**config.mk**
```make
export PLATFORM = sky130hd
export DESIGN_NAME = ser_shift_ctrl
export DESIGN_NICKNAME = d
export VERILOG_FILES = /design/src/rtl/ser_shift_pkg.sv /design/src/rtl/piso_shreg.sv /design/src/rtl/ser_shift_ctrl.sv
export SDC_FILE = /design/constraint.sdc
export NUM_CORES = 1
export LEC_CHECK = 0
export ABC_AREA = 1
export BUFFER_PORTS_ARGS = -buffer_cell sky130_fd_sc_hd__buf_2
export CORE_MARGIN = 2
export CORE_UTILIZATION = 50
export CTS_BUF_LIST = sky130_fd_sc_hd__clkbuf_2
export DETAILED_ROUTE_END_ITERATION = 8
export PLACE_DENSITY = 0.71
export SKIP_LAST_GASP = 1
export SLEW_MARGIN = 20
export SYNTH_ARGS = -nofsm -noshare
export SYNTH_HDL_FRONTEND = slang
export SYNTH_SLANG_ARGS = --single-unit
export TNS_END_PERCENT = 5
```
**constraint.sdc**
```tcl
create_clock -name clk -period 4.9 [get_ports clk]
set_clock_uncertainty 0.15 [all_clocks]
set_input_delay 1.225 -clock clk [delete_from_list [all_inputs] [get_ports clk]]
set_output_delay 1.225 -clock clk [all_outputs]
set_load 0.01 [all_outputs]
```
**src/rtl/ser_shift_pkg.sv**
```systemverilog
// Shared definitions for the serial shift controller: state encoding and
// the helper that sizes the bit counter from the frame length.
package ser_shift_pkg;

    typedef enum logic {
        ST_IDLE  = 1'b0,
        ST_SHIFT = 1'b1
    } state_t;

    // Smallest r such that 2**r >= n; used to size the bit counter.
    function automatic int clog2(input int n);
        int r;
        r = 0;
        for (int i = 0; i < 32; i++) begin
            if ((1 << i) < n) begin
                r = i + 1;
            end
        end
        return r;
    endfunction

endpackage

```
**src/rtl/piso_shreg.sv**
```systemverilog
// Parallel-in / serial-out shift register. A load takes priority over a
// shift; the outgoing bit is always the register end selected by LSB_FIRST.
module piso_shreg #(
    parameter int WIDTH     = 8,
    parameter bit LSB_FIRST = 1'b0
) (
    input  logic             clk,
    input  logic             rst,
    input  logic             i_load,
    input  logic [WIDTH-1:0] i_data,
    input  logic             i_shift_en,
    output logic             o_bit
);

    logic [WIDTH-1:0] r_shreg;
    logic [WIDTH-1:0] w_shifted;

    // Shift direction and output tap chosen at elaboration time.
    generate
        if (LSB_FIRST) begin : g_lsb_first
            assign w_shifted = {1'b0, r_shreg[WIDTH-1:1]};
            assign o_bit     = r_shreg[0];
        end else begin : g_msb_first
            assign w_shifted = {r_shreg[WIDTH-2:0], 1'b0};
            assign o_bit     = r_shreg[WIDTH-1];
        end
    endgenerate

    // Shift register storage: load wins over shift, reset clears it.
    always_ff @(posedge clk or posedge rst) begin
        if (rst) begin
            r_shreg <= '0;
        end else if (i_load) begin
            r_shreg <= i_data;
        end else if (i_shift_en) begin
            r_shreg <= w_shifted;
        end
    end

endmodule

```
**src/rtl/ser_shift_ctrl.sv**
```systemverilog
// Serialiser controller: accepts parallel words through a valid/ready
// handshake, keeps one word pending behind the active frame, and streams
// frames back-to-back with a stall (hold) input and a frame-done pulse.
module ser_shift_ctrl
    import ser_shift_pkg::*;
#(
    parameter int WIDTH     = 8,
    parameter bit LSB_FIRST = 1'b0
) (
    input  logic             clk,
    input  logic             rst,
    input  logic             load_valid,
    input  logic [WIDTH-1:0] load_data,
    output logic             load_ready,
    input  logic             hold,
    output logic             sout,
    output logic             sout_en,
    output logic             busy,
    output logic             done
);

    localparam int CW = clog2(WIDTH);

    state_t           r_state;
    state_t           w_state_next;
    logic [CW-1:0]    r_cnt;
    logic [CW-1:0]    w_cnt_next;
    logic [WIDTH-1:0] r_pend_data;
    logic [WIDTH-1:0] w_pend_data_next;
    logic             r_pend_valid;
    logic             w_pend_valid_next;
    logic             r_done;
    logic             w_done_next;

    logic             w_accept;
    logic             w_last;
    logic             w_sh_load;
    logic [WIDTH-1:0] w_sh_data;
    logic             w_sh_en;
    logic             w_bit;

    assign w_accept = load_valid && !r_pend_valid;
    assign w_last   = (r_cnt == CW'(WIDTH - 1));

    piso_shreg #(
        .WIDTH     (WIDTH),
        .LSB_FIRST (LSB_FIRST)
    ) u_shreg (
        .clk        (clk),
        .rst        (rst),
        .i_load     (w_sh_load),
        .i_data     (w_sh_data),
        .i_shift_en (w_sh_en),
        .o_bit      (w_bit)
    );

    // State, counter, pending buffer and done pulse registers.
    always_ff @(posedge clk or posedge rst) begin
        if (rst) begin
            r_state      <= ST_IDLE;
            r_cnt        <= '0;
            r_pend_data  <= '0;
            r_pend_valid <= 1'b0;
            r_done       <= 1'b0;
        end else begin
            r_state      <= w_state_next;
            r_cnt        <= w_cnt_next;
            r_pend_data  <= w_pend_data_next;
            r_pend_valid <= w_pend_valid_next;
            r_done       <= w_done_next;
        end
    end

    // Next-state logic: accept, advance, end frames and chain pending words.
    always_comb begin
        w_state_next      = r_state;
        w_cnt_next        = r_cnt;
        w_pend_data_next  = r_pend_data;
        w_pend_valid_next = r_pend_valid;
        w_done_next       = 1'b0;
        w_sh_load         = 1'b0;
        w_sh_data         = load_data;
        w_sh_en           = 1'b0;

        case (r_state)
            ST_IDLE: begin
                if (w_accept) begin
                    w_sh_load    = 1'b1;
                    w_cnt_next   = '0;
                    w_state_next = ST_SHIFT;
                end
            end
            ST_SHIFT: begin
                if (!hold && w_last) begin
                    // Last bit consumed: chain the next word or go idle.
                    w_done_next = 1'b1;
                    w_cnt_next  = '0;
                    if (r_pend_valid) begin
                        w_sh_load         = 1'b1;
                        w_sh_data         = r_pend_data;
                        w_pend_valid_next = 1'b0;
                    end else if (w_accept) begin
                        w_sh_load = 1'b1;
                    end else begin
                        w_state_next = ST_IDLE;
                    end
                end else begin
                    if (w_accept) begin
                        w_pend_data_next  = load_data;
                        w_pend_valid_next = 1'b1;
                    end
                    if (!hold) begin
                        w_sh_en    = 1'b1;
                        w_cnt_next = r_cnt + CW'(1);
                    end
                end
            end
            default: begin
                w_state_next = ST_IDLE;
            end
        endcase
    end

    assign busy       = (r_state == ST_SHIFT);
    assign sout_en    = busy && !hold;
    assign sout       = busy && w_bit;
    assign load_ready = !r_pend_valid;
    assign done       = r_done;

endmodule
```
* Yosys cells after proc, flatten, opt, wreduce, memory -nomap -nowiden
Cells that the tools add are included.
Cells by class: $add $sub $neg 1, reductions and logical operators 11, shift-type cells 0, bitwise operators 2, eq/ne operators 3, div/mod/pow operators 0, multipliers 0, $lt $le $gt $ge 0, muxes and demuxes 22
Operator list (number):
- two-way mux 32 bit | 3
- case mux 32 bit (2 select lines) | 1
- two-way mux 8 bit | 5
- adder 32 x 1 -> 32 bit (second input constant) | 1
- equality test 32 x 3 -> 1 bit (second input constant) | 1
- two-way mux 1 bit | 11
- logical AND 1 bit | 4
- case mux 1 bit (2 select lines) | 2
- AND reduction 2 bit | 2
- nonzero test 2 bit | 2
- inequality test 3 x 2 -> 1 bit (second input constant) | 1
- AND reduction 3 bit | 1
- logical NOT 1 bit | 2
- inequality test 2 bit (second input constant) | 1
- NOT 1 bit | 2
Storage, ports and cells: bits in latches 0, memory bits (read-only) 0, RAM bits 0, input bits 12, word-level logic and storage cells 45, memories 0, output and inout port bits 5, register bits 51

* Logic depth before layout (Yosys ltp)
Gate-level depths: netlist of the first run.
depth after elaboration 7, mapped depth 13, depth with buffers taken out 13

* Hierarchy
Synthesis of the first run repeated with hierarchy kept, for this count alone.
Second synthesis, totals: cells, all modules 517, area, all modules 3313.2 um^2
By module, submodules not included:
- ser_shift_ctrl | sequential area each 1076.0 um^2, times used 1, area each 2932.8 um^2, cells each 473
- piso_shreg | sequential area each 200.2 um^2, times used 1, area each 380.4 um^2, cells each 44

* Worst setup path before layout of the first run
No wires, ideal clock.
path type input -> output, from input hold, to output sout_en, required time 3.525 ns, stages on the path 1, setup slack 2.147 ns, arrival time 1.378 ns, path buffers 0, cells stage by stage nor2_8
On the way: cells in the longest elaborated chain, start to end 2
Ends and longest elaborated chain:
- start: declaration | RTL line ser_shift_ctrl.sv:15 | input logic hold,
- logical NOT 1 bit | RTL line ser_shift_ctrl.sv:125 | assign sout_en = busy && !hold;
- logical AND 1 bit | RTL line ser_shift_ctrl.sv:125
- end: declaration | RTL line ser_shift_ctrl.sv:17 | output logic sout_en,
No other way between the ends.

* Worst setup path after layout of the first run
Ends and elaborated chain as after synthesis.

==> flow_summary.json, run 1 <==
{
  "fp.dieW_um": 85.5,
  "vdd_ir_drop_max_mv": 0.123,
  "initial_core_util_pct": 52.1,
  "max-clock-path-buffers": 2,
  "synthToLayoutAreaGrowth_pct": 3.35,
  "fin_tns_setup_ns": 0,
  "number_of_standard_cells_after_synthesis": 461,
  "setup.worst_path.start_class": "input port",
  "finalWeightedCongestion": 0.944,
  "synth_fp_nets": 474,
  "yosys_most_used_dff": "sky130_fd_sc_hd__dfrtp_1",
  "critical_path_required_ns": 3.52,
  "synth.avg_cell_area_um2": 7.21,
  "final_antenna_net_count": 0,
  "worst_path_most_repeated_cell": "sky130_fd_sc_hd__buf_2",
  "critical_path_depth": 3,
  "crit-reg2reg-launch": "r_pend_valid",
  "slew_viol_final": 0,
  "post-route-min-period_ns": 3.08,
  "netlist-cell-type-count": 33,
  "final.setup.worst_slack_ns": 1.82,
  "yosys_warnings": 0,
  "htree_num_levels": 2,
  "number_of_global_route_vias_before_repair": 2719,
  "row_count": 29,
  "worstReg2RegEnd": "r_cnt[2]",
  "hold_buffers": 0,
  "worst_slew_pin_slew_ns": 0.839,
  "critical_path.endpoint_type": "output port",
  "boundaryPins": 17,
  "max_slew_margin_pct": 43.8,
  "async_flop_share_pct": 100,
  "fin_cells": 547,
  "core_region_area_mm2": 0.00639,
  "synth.most_common_cell": "sky130_fd_sc_hd__nand2_1",
  "rsz_0062_raised_after_global_routing": "no",
  "timing.reg2reg.setup_slack_ns": 2.42,
  "timing.hold.worst_path_depth": 2,
  "critical-path-slowest-cell": "sky130_fd_sc_hd__nor2_8",
  "hold_path.class": "flop to flop",
  "grt_pass1_wl_um": 13300,
  "grt_start_max_net_pins": 52,
  "worstRegToRegCells": 5,
  "max_cap_violations": 0,
  "power_leakage_nw": 1.61,
  "netlist_top_cells_area": "sky130_fd_sc_hd__dfrtp_1 (38%), sky130_fd_sc_hd__nand2_1 (15%), sky130_fd_sc_hd__nor2_1 (6.8%)",
  "setup_viol": 0,
  "worstPathCellList": "buf_2 -> nor2_8 -> buf_2",
  "hpwl_um": 5630,
  "antenna_found_initial": 0,
  "clk_transition_reported_paths_ns": 0.26,
  "viasPerCell": 5.59,
  "synth_top_area_cell": "sky130_fd_sc_hd__dfrtp_1",
  "ratio_of_cells_with_drive_above_1_in_the_final_layout_pct": 13.0,
  "run_status": "finished, final reports clean",
  "synth.cell_area_mm2": 0.00332,
  "dp_slack_ns": 1.66,
  "fin_crit_sh_pct": 62.8,
  "buffer_ports.inserted": 16,
  "initial_drt_pass_iterations": 5,
  "routed_wl_um": 7760,
  "later_pin_clock_latency_in_the_skew_report_ns": 0.44,
  "tritoncts_num_sinks": 51,
  "drc": 0,
  "detail_route.wl_per_cell_um": 14.2,
  "design.die.area_mm2": 0.00732,
  "finalHoldViolations": 0,
  "antenna-diode-count": 0,
  "power_density_mw_per_mm2": 186,
  "worst_path_dominant_cell_family": "buffers and inverters",
  "crit_path_max_incr_delay_ns": 0.18,
  "whs_endpoint": "r_pend_data[0]",
  "cp_max_fo": 9,
  "synth-seq-cells": 51,
  "post-place-cells": 539,
  "cts.root.buffer_cell": "sky130_fd_sc_hd__clkbuf_2",
  "ys_top_cells_by_count": "sky130_fd_sc_hd__nand2_1 (129), sky130_fd_sc_hd__nor2_1 (60), sky130_fd_sc_hd__dfrtp_1 (51)",
  "synth_edf_count": 0,
  "num_vias": 3060,
  "post_cts_sizing_count": 0,
  "crit_arrival_ns": 1.70,
  "synth_largest_type_area_fraction_pct": 38.4,
  "maxClockFrequency_mhz": 325,
  "worst_hold_startpoint": "r_pend_data[0]",
  "global_route.overflow_total": 0,
  "critPathKind": "input port to output port",
  "cts_tree": "built",
  "cts_post_setup_buffers_inserted": 0,
  "finalNetCount": 482,
  "grt.total_usage_pct": 22.6,
  "dieHeight_um": 85.5,
  "filler_cell_count": 619,
  "numCtsBuffers": 5,
  "path_buf_inv": 2,
  "seq_area_frac_synth_pct": 38.4,
  "first_iter_violations": 373
}
[registers in the layout, indices dropped and copies added (netlist names)]
register / cells
busy: 1
done: 1
r_cnt: 32
r_pend_data: 8
r_pend_valid: 1
u_shreg.r_shreg: 8
[worst min-delay path: cells and delay by family, from the launching register on]
kind             cells  cell delay, ns
flip-flops           1            0.41
AND/OR/NAND/NOR      2            0.09
[how the worst max path moves through the flow]
| stage | start | to |
|---|---|---|
| 6_report | hold | sout_en |
| 5_1_grt | hold | sout_en |
| 4_1_cts | hold | sout_en |
| 3_5_place_dp | load_valid | r_cnt[2] |
| 3_3_place_gp | load_valid | r_cnt[2] |
| 2_1_floorplan | hold | sout_en |
[per-stage QoR]
stage | cell area, um^2 | hold slack, ns | utilization (%) | power (mW)
2_1_floorplan | 3320 | 0.287 | - | 0.458
3_3_place_gp | 3390 | 0.303 | 53.1 | 0.471
3_5_place_dp | 3390 | 0.304 | 53.1 | 0.471
4_1_cts | 3440 | 0.358 | 53.8 | 0.644
5_1_grt | 3440 | 0.396 | 53.8 | 0.667
6_report | 3440 | 0.355 | 53.8 | 0.640
[logic make-up (layout without fill, tap and decap cells)]
| group | count (synthesis) | count (layout) | synth area share, % |
|---|---|---|---|
| adder cells (fa/ha/maj) | 1 | 1 | 0.376 |
| AND/OR/NAND/NOR | 286 | 286 | 40.7 |
| AO/OA/AOI/OAI | 44 | 44 | 7.00 |
| XOR/XNOR | 19 | 19 | 5.01 |
| buffers and inverters | 60 | 69 | 8.54 |
| flip-flops | 51 | 51 | 38.4 |
[cell usage in the layout, fill, tap and decap left out]
master and count:
sky130_fd_sc_hd__nand3_1 29, sky130_fd_sc_hd__o21ai_0 19, sky130_fd_sc_hd__xor2_1 15, sky130_fd_sc_hd__nor2_4 2
sky130_fd_sc_hd__buf_2 16, sky130_fd_sc_hd__clkbuf_2 6, sky130_fd_sc_hd__and2_1 1, sky130_fd_sc_hd__o41ai_1 1
sky130_fd_sc_hd__nand3b_4 1, sky130_fd_sc_hd__or2_2 2, sky130_fd_sc_hd__nand4_1 27, sky130_fd_sc_hd__nor3_2 5
sky130_fd_sc_hd__ha_1 1, sky130_fd_sc_hd__nor4_1 5, sky130_fd_sc_hd__nor2_2 7, sky130_fd_sc_hd__a21oi_1 15
sky130_fd_sc_hd__a21boi_1 1, sky130_fd_sc_hd__nor2_1 60, sky130_fd_sc_hd__xnor2_1 4, sky130_fd_sc_hd__o211ai_1 1
sky130_fd_sc_hd__nand2_2 4, sky130_fd_sc_hd__clkinv_1 1, sky130_fd_sc_hd__o21ai_1 6, sky130_fd_sc_hd__nand2_1 129
sky130_fd_sc_hd__nor3_1 7, sky130_fd_sc_hd__inv_1 36, sky130_fd_sc_hd__inv_2 7, sky130_fd_sc_hd__dfrtp_1 51
sky130_fd_sc_hd__clkinv_4 1, sky130_fd_sc_hd__nor2_8 1, sky130_fd_sc_hd__buf_4 2, sky130_fd_sc_hd__nand2_4 2
sky130_fd_sc_hd__a21oi_2 1, sky130_fd_sc_hd__nand3_2 4
[per-layer routing]
| layer | vias to the layer above | global-route usage, % | share of wire, % |
|---|---|---|---|
| met4 | 0 | 5.48 | 1.3 |
| met3 | 11 | 4.52 | 9.1 |
| met2 | 142 | 33.8 | 44 |
| li1 | 1513 | - | - |
| met5 | - | 0 | 0 |
| met1 | 1394 | 33.9 | 46 |
[power by group]
group	internal (mW)	switching [mW]
combinational	0.0107	0.0212
clock	0.0370	0.139
sequential	0.426	0.00646
[layout make-up]
class	count	area, um^2	share of cell area [%]
Clock buffer	6	30.0	0.874
Clock inverter	2	12.5	0.364
Inverter	43	161	4.70
Multi-Input combinational cell	350	1760	51.3
Sequential cell	51	1280	37.1
Tap cell	77	96.3	2.80
Timing Repair Buffer	18	95.1	2.77
No activity file was read; power rests on OpenSTA's default activity.
==> inputs of run 2 (changes only) <==
--- a/config.mk
+++ b/config.mk
@@ -11,7 +11,7 @@
 export CORE_UTILIZATION = 50
 export CTS_BUF_LIST = sky130_fd_sc_hd__clkbuf_2
 export DETAILED_ROUTE_END_ITERATION = 8
-export PLACE_DENSITY = 0.71
+export PLACE_DENSITY = 0.74
 export SKIP_LAST_GASP = 1
 export SLEW_MARGIN = 20
 export SYNTH_ARGS = -nofsm -noshare
==> constraint.sdc (replaced) <==
create_clock -name clk -period 2.6 [get_ports clk]
set_clock_uncertainty 0.15 [all_clocks]
set_input_delay 0.65 -clock clk [delete_from_list [all_inputs] [get_ports clk]]
set_output_delay 0.65 -clock clk [all_outputs]
set_load 0.01 [all_outputs]
==> run 2 against run 1 <==
Design area increased by 1.2%; power increased by 92%; sequential power rose by 88%; critical path depth increased by 1; global-route usage is 0.51 points higher; combinational power is 92% higher; register-to-register slack worse by 1.9 ns; cell count increased by 0.55%; sequential share of layout area fell by 0.43 points; critical endpoint is now sout.
==> flow_summary.json, run 2 (synthesis gave the netlist of run 1 again) <==
{
  "commonest_non_fill_non_tap_cells_in_the_layout": "sky130_fd_sc_hd__nand2_1 (129), sky130_fd_sc_hd__nor2_1 (60), sky130_fd_sc_hd__dfrtp_1 (51), sky130_fd_sc_hd__inv_1 (36), sky130_fd_sc_hd__nand3_1 (29)",
  "vdd_ir_drop_max_mv": 0.226,
  "hpwl_um": 5820,
  "routed_wl_um": 7840,
  "critical_path_depth": 4,
  "finalNetCount": 485,
  "netSwitchingPower_mw": 0.331,
  "worst_slew_pin_slew_ns": 0.519,
  "buffer_ports.inserted": 16,
  "largest_register_ffs": 32,
  "htree_num_levels": 2,
  "post-place-cells": 542,
  "run_status": "finished, final reports clean",
  "rsz_0062_raised_after_global_routing": "no",
  "most_frequent_standard_cell_in_the_layout_excluding_fill_and_tap_cells": "sky130_fd_sc_hd__nand2_1",
  "fin_cells": 550,
  "ratio_of_cells_with_drive_above_1_in_the_final_layout_pct": 13.7,
  "grt_pass1_wl_um": 13400,
  "antenna-diode-count": 0,
  "final_antenna_net_count": 0,
  "critical-path-slowest-cell": "sky130_fd_sc_hd__dfrtp_1",
  "timing.reg2reg.setup_slack_ns": 0.51,
  "path_buf_inv": 3,
  "max_slew_margin_pct": 65.4,
  "cts_post_setup_buffers_inserted": 0,
  "setup.worst_path.start_class": "flop",
  "cp_max_fo": 21,
  "largest_register": "r_cnt",
  "pwr-share-clk_pct": 28.7,
  "numCtsBuffers": 5,
  "row_count": 29,
  "worstPathCellList": "buf_4 -> nand2_1 -> inv_1 -> buf_2",
  "slew_viol_final": 0,
  "critical_path_required_ns": 1.80,
  "grt_start_max_net_pins": 48,
  "clk_transition_reported_paths_ns": 0.29,
  "power_leakage_nw": 1.63,
  "cts_tree": "built",
  "hold_buffers": 0,
  "core_region_area_mm2": 0.00639,
  "drc": 0,
  "viasPerCell": 5.51,
  "initial_core_util_pct": 52.1,
  "power.internal_mw": 0.897,
  "power_frac_seq_pct": 66.3,
  "worstRegToRegCells": 10,
  "dieHeight_um": 85.5,
  "detail_route.wl_per_cell_um": 14.2,
  "finalWeightedCongestion": 0.906,
  "global_route.overflow_total": 0,
  "boundaryPins": 17,
  "power_density_mw_per_mm2": 353,
  "worst_path_dominant_cell_family": "buffers and inverters",
  "dp_slack_ns": 0.429,
  "power.share.combinational_pct": 5.0,
  "reg_top3": "r_cnt (32), r_pend_data (8), u_shreg.r_shreg (8)",
  "critical_path.endpoint_type": "output port",
  "power_switching_share_pct": 27.0,
  "critPathKind": "flop to output port",
  "post-layout-total-power_mw": 1.23,
  "later_pin_clock_latency_in_the_skew_report_ns": 0.46,
  "antenna_found_initial": 0,
  "fp.dieW_um": 85.5,
  "tritoncts_num_sinks": 51,
  "post_cts_sizing_count": 0,
  "setup_viol": 0,
  "crit_arrival_ns": 1.44,
  "crit_path_max_incr_delay_ns": 0.43,
  "number_of_global_route_vias_before_repair": 2812,
  "finalCoreUtilization_pct": 54.4,
  "synthToLayoutAreaGrowth_pct": 4.55,
  "hold_path.class": "input port to asynchronous set/reset pin",
  "design.die.area_mm2": 0.00732,
  "grt.total_usage_pct": 23.1,
  "fin_tns_setup_ns": 0,
  "first_iter_violations": 298,
  "initial_drt_pass_iterations": 5,
  "fin_crit_sh_pct": 86.2,
  "maxClockFrequency_mhz": 446,
  "final.setup.worst_slack_ns": 0.358,
  "post-route-min-period_ns": 2.24,
  "max-clock-path-buffers": 2,
  "finalHoldViolations": 0,
  "cts.root.buffer_cell": "sky130_fd_sc_hd__clkbuf_2",
  "num_vias": 3033,
  "max_cap_violations": 0
}
## run 2: area by class of cell
class / instances / area (um^2)
sequential: 51 / 1280
tap: 77 / 96.3
timing repair buffer: 21 / 130
inverter: 43 / 161
multi-input combinational: 350 / 1760
clock inverter: 3 / 22.5
clock buffer: 5 / 25.0
fill: 646 / 2910
## run 2: power by group through the flow
stage,logic [mW],clock network (mW),registers [mW]
detailed placement,0.0623,0,0.826
floorplan,0.0417,0,0.822
global route,0.0722,0.391,0.816
global placement,0.0616,0,0.827
CTS,0.0624,0.363,0.814
finish,0.0613,0.352,0.814
## run 2: final timing paths
| kind | from | end |
|---|---|---|
| worst min register to register | r_pend_data[0] | r_pend_data[0] |
| worst min-delay path | rst | r_cnt[21] |
| worst max register to register | r_cnt[0] | r_cnt[26] |
| worst max-delay path | busy | sout |
| min in group clk | load_data[0] | r_pend_data[0] |
| max in group asynchronous | rst | r_cnt[25] |
## run 2: per-layer routing
layer,GRT usage [%],vias to the layer above,share of wire [%]
met1,35.2,1405,47
li1,-,1517,-
met4,6.78,0,1.4
met2,34.4,101,45
met3,3.27,10,6.1
met5,0,-,0
## run 2: metrics by stage
| step | cell area, um^2 | hold slack, ns |
|---|---|---|
| after global placement | 3430 | 0.303 |
| after CTS | 3480 | 0.00550 |
| final | 3480 | 0.0153 |
| after floorplan | 3320 | 0.287 |
| after detailed placement | 3430 | 0.308 |
| after global routing | 3480 | 0.0508 |
==> inputs of run 3 (changes only) <==
--- a/config.mk
+++ b/config.mk
@@ -7,6 +7,7 @@
 export LEC_CHECK = 0
 export ABC_AREA = 1
 export BUFFER_PORTS_ARGS = -buffer_cell sky130_fd_sc_hd__buf_2
+export CORE_ASPECT_RATIO = 1.25
 export CORE_MARGIN = 2
 export CORE_UTILIZATION = 50
 export CTS_BUF_LIST = sky130_fd_sc_hd__clkbuf_2
==> constraint.sdc (replaced) <==
create_clock -name clk -period 2.6 [get_ports clk]
set_clock_uncertainty 0.15 [all_clocks]
set_input_delay 0.65 -clock clk [delete_from_list [all_inputs] [get_ports clk]]
set_output_delay 0.65 -clock clk [all_outputs]
set_load 0.05 [all_outputs]
==> run 3 against run 2 <==
Register-to-register slack got worse by 0.03 ns; combinational power up 3%; design area up 1.3%; wire length is 3.4% higher; sequential power about the same; cell count up 1.8%; fmax fell by 4.1%; core utilization shrank 0.095 points; clock-buffer cell count is the same.
==> flow_summary.json, run 3 (synthesis gave the netlist of run 1 again) <==
{
  "fin_cells": 560,
  "post_cts_sizing_count": 0,
  "run_status": "finished, final reports clean",
  "timing.reg2reg.setup_slack_ns": 0.48,
  "hold_buffers": 0,
  "post-layout-total-power_mw": 1.31,
  "core_region_area_mm2": 0.00648,
  "netSwitchingPower_mw": 0.325,
  "crit_arrival_ns": 1.54,
  "most_frequent_standard_cell_in_the_layout_excluding_fill_and_tap_cells": "sky130_fd_sc_hd__nand2_1",
  "buffer_ports.inserted": 16,
  "antenna-diode-count": 0,
  "pwr-share-clk_pct": 33.2,
  "critPathLaunch": "busy",
  "largest_register": "r_cnt",
  "cp_max_fo": 9,
  "fin_tns_setup_ns": 0,
  "power_frac_seq_pct": 62.1,
  "cts.root.buffer_cell": "sky130_fd_sc_hd__clkbuf_2",
  "cts_tree": "built",
  "global_route.usage.met3_pct": 3.03,
  "worstRegToRegCells": 10,
  "hold_path.class": "input port to asynchronous set/reset pin",
  "finalHoldViolations": 0,
  "htree_num_levels": 2,
  "grt_start_max_net_pins": 48,
  "max_cap_violations": 0,
  "crit-reg2reg-launch": "r_cnt[0]",
  "finalWeightedCongestion": 0.951,
  "initial_drt_pass_iterations": 5,
  "power_switching_share_pct": 24.8,
  "grt.total_usage_pct": 23.9,
  "drc": 0,
  "filler_cell_count": 647,
  "max-clock-path-buffers": 2,
  "later_pin_clock_latency_in_the_skew_report_ns": 0.46,
  "fin_crit_sh_pct": 89.9,
  "numCtsBuffers": 5,
  "power.share.combinational_pct": 4.8,
  "vdd_ir_drop_max_mv": 0.272,
  "dieHeight_um": 95.2,
  "viasPerCell": 5.37,
  "gr-max-usage-layer": "met2",
  "commonest_non_fill_non_tap_cells_in_the_layout": "sky130_fd_sc_hd__nand2_1 (129), sky130_fd_sc_hd__nor2_1 (60), sky130_fd_sc_hd__dfrtp_1 (51), sky130_fd_sc_hd__inv_1 (36), sky130_fd_sc_hd__nand3_1 (29)",
  "hpwl_um": 6090,
  "final_antenna_net_count": 0,
  "power_leakage_nw": 1.64,
  "finalNetCount": 485,
  "antenna_found_initial": 0,
  "setup.worst_path.start_class": "flop",
  "fp.dieW_um": 76.9,
  "first_iter_violations": 247,
  "met1_usage_pct": 27.6,
  "worstReg2RegEnd": "r_cnt[26]",
  "cts_post_setup_buffers_inserted": 0,
  "grt_pass1_wl_um": 13800,
  "power_density_mw_per_mm2": 373,
  "worst_hold_slack_ns": 0.0525,
  "grt.met2_usage_pct": 44.6,
  "global_route.overflow_total": 0,
  "finalCoreUtilization_pct": 54.3,
  "setup_viol": 0,
  "tritoncts_num_sinks": 51,
  "boundaryPins": 17,
  "critPathKind": "flop to output port",
  "post-route-min-period_ns": 2.34,
  "ratio_of_cells_with_drive_above_1_in_the_final_layout_pct": 13.7,
  "worst_slew_pin_slew_ns": 0.599,
  "detail_route.wl_per_cell_um": 14.5,
  "max_slew_margin_pct": 60.0,
  "routed_wl_um": 8100,
  "critical_path_required_ns": 1.80,
  "rsz_0062_raised_after_global_routing": "no",
  "clk_transition_reported_paths_ns": 0.26,
  "num_vias": 3005,
  "critPathCapture": "sout_en",
  "row_count": 33,
  "reg_top3": "r_cnt (32), r_pend_data (8), u_shreg.r_shreg (8)",
  "initial_core_util_pct": 51.3,
  "critical_path.endpoint_type": "output port",
  "power.internal_mw": 0.987,
  "maxClockFrequency_mhz": 428,
  "post-place-cells": 552,
  "design.die.area_mm2": 0.00732,
  "synthToLayoutAreaGrowth_pct": 5.95,
  "number_of_global_route_vias_before_repair": 2935,
  "slew_viol_final": 0,
  "largest_register_ffs": 32
}
[run 3: cell types whose count changed in the layout (fill, tap and decap cells not counted), sizes merged]
cell / previous run / this run
bufinv: 0 / 1
clkinv: 1 / 2
inv: 45 / 43
[run 3: power by group through the flow]
stage	Combinational [mW]	Sequential (mW)	Clock (mW)
finish	0.0629	0.814	0.435
detailed placement	0.0643	0.827	0
global route	0.0727	0.816	0.463
floorplan	0.0417	0.822	0
global placement	0.0628	0.826	0
CTS	0.0645	0.814	0.441
[run 3: critical path: stages (launching register included)]
cell	delay (ns)
sky130_fd_sc_hd__dfrtp_1	0.45
sky130_fd_sc_hd__inv_2	0.14
sky130_fd_sc_hd__nor2_8	0.19
sky130_fd_sc_hd__buf_2	0.30
[run 3: how the worst min path moves through the flow]
stage / endpoint / slack (ns) / depth (start not counted)
after floorplan: r_pend_data[0] / 0.29 / 2
after global placement: r_pend_data[0] / 0.30 / 2
after detailed placement: r_pend_data[1] / 0.31 / 2
after CTS: r_pend_data[5] / 0.07 / 2
after global routing: r_cnt[16] / 0.09 / 2
final: r_pend_data[5] / 0.05 / 2
[run 3: metal layers]
layer | vias up | part of all wire, %
met4 | 0 | 3.1
met2 | 64 | 52
li1 | 1521 | -
met1 | 1400 | 41
met5 | - | 0
met3 | 20 | 3.2
[run 3: final cells by class]
class	instances	area, um^2	area share (%)
clock buffer	5	25.0	0.710
clock inverter	3	43.8	1.24
inverter	43	161	4.58
multi-input combinational	350	1760	50.1
sequential	51	1280	36.2
tap	87	109	3.09
timing repair buffer	21	143	4.05
[run 3: stage by stage]
| stage | setup WS [ns] | area, um^2 |
|---|---|---|
| global route | 0.212 | 3520 |
| global placement | 0.501 | 3450 |
| floorplan | 0.0877 | 3320 |
| finish | 0.263 | 3520 |
| detailed placement | 0.425 | 3450 |
| CTS | 0.261 | 3520 |
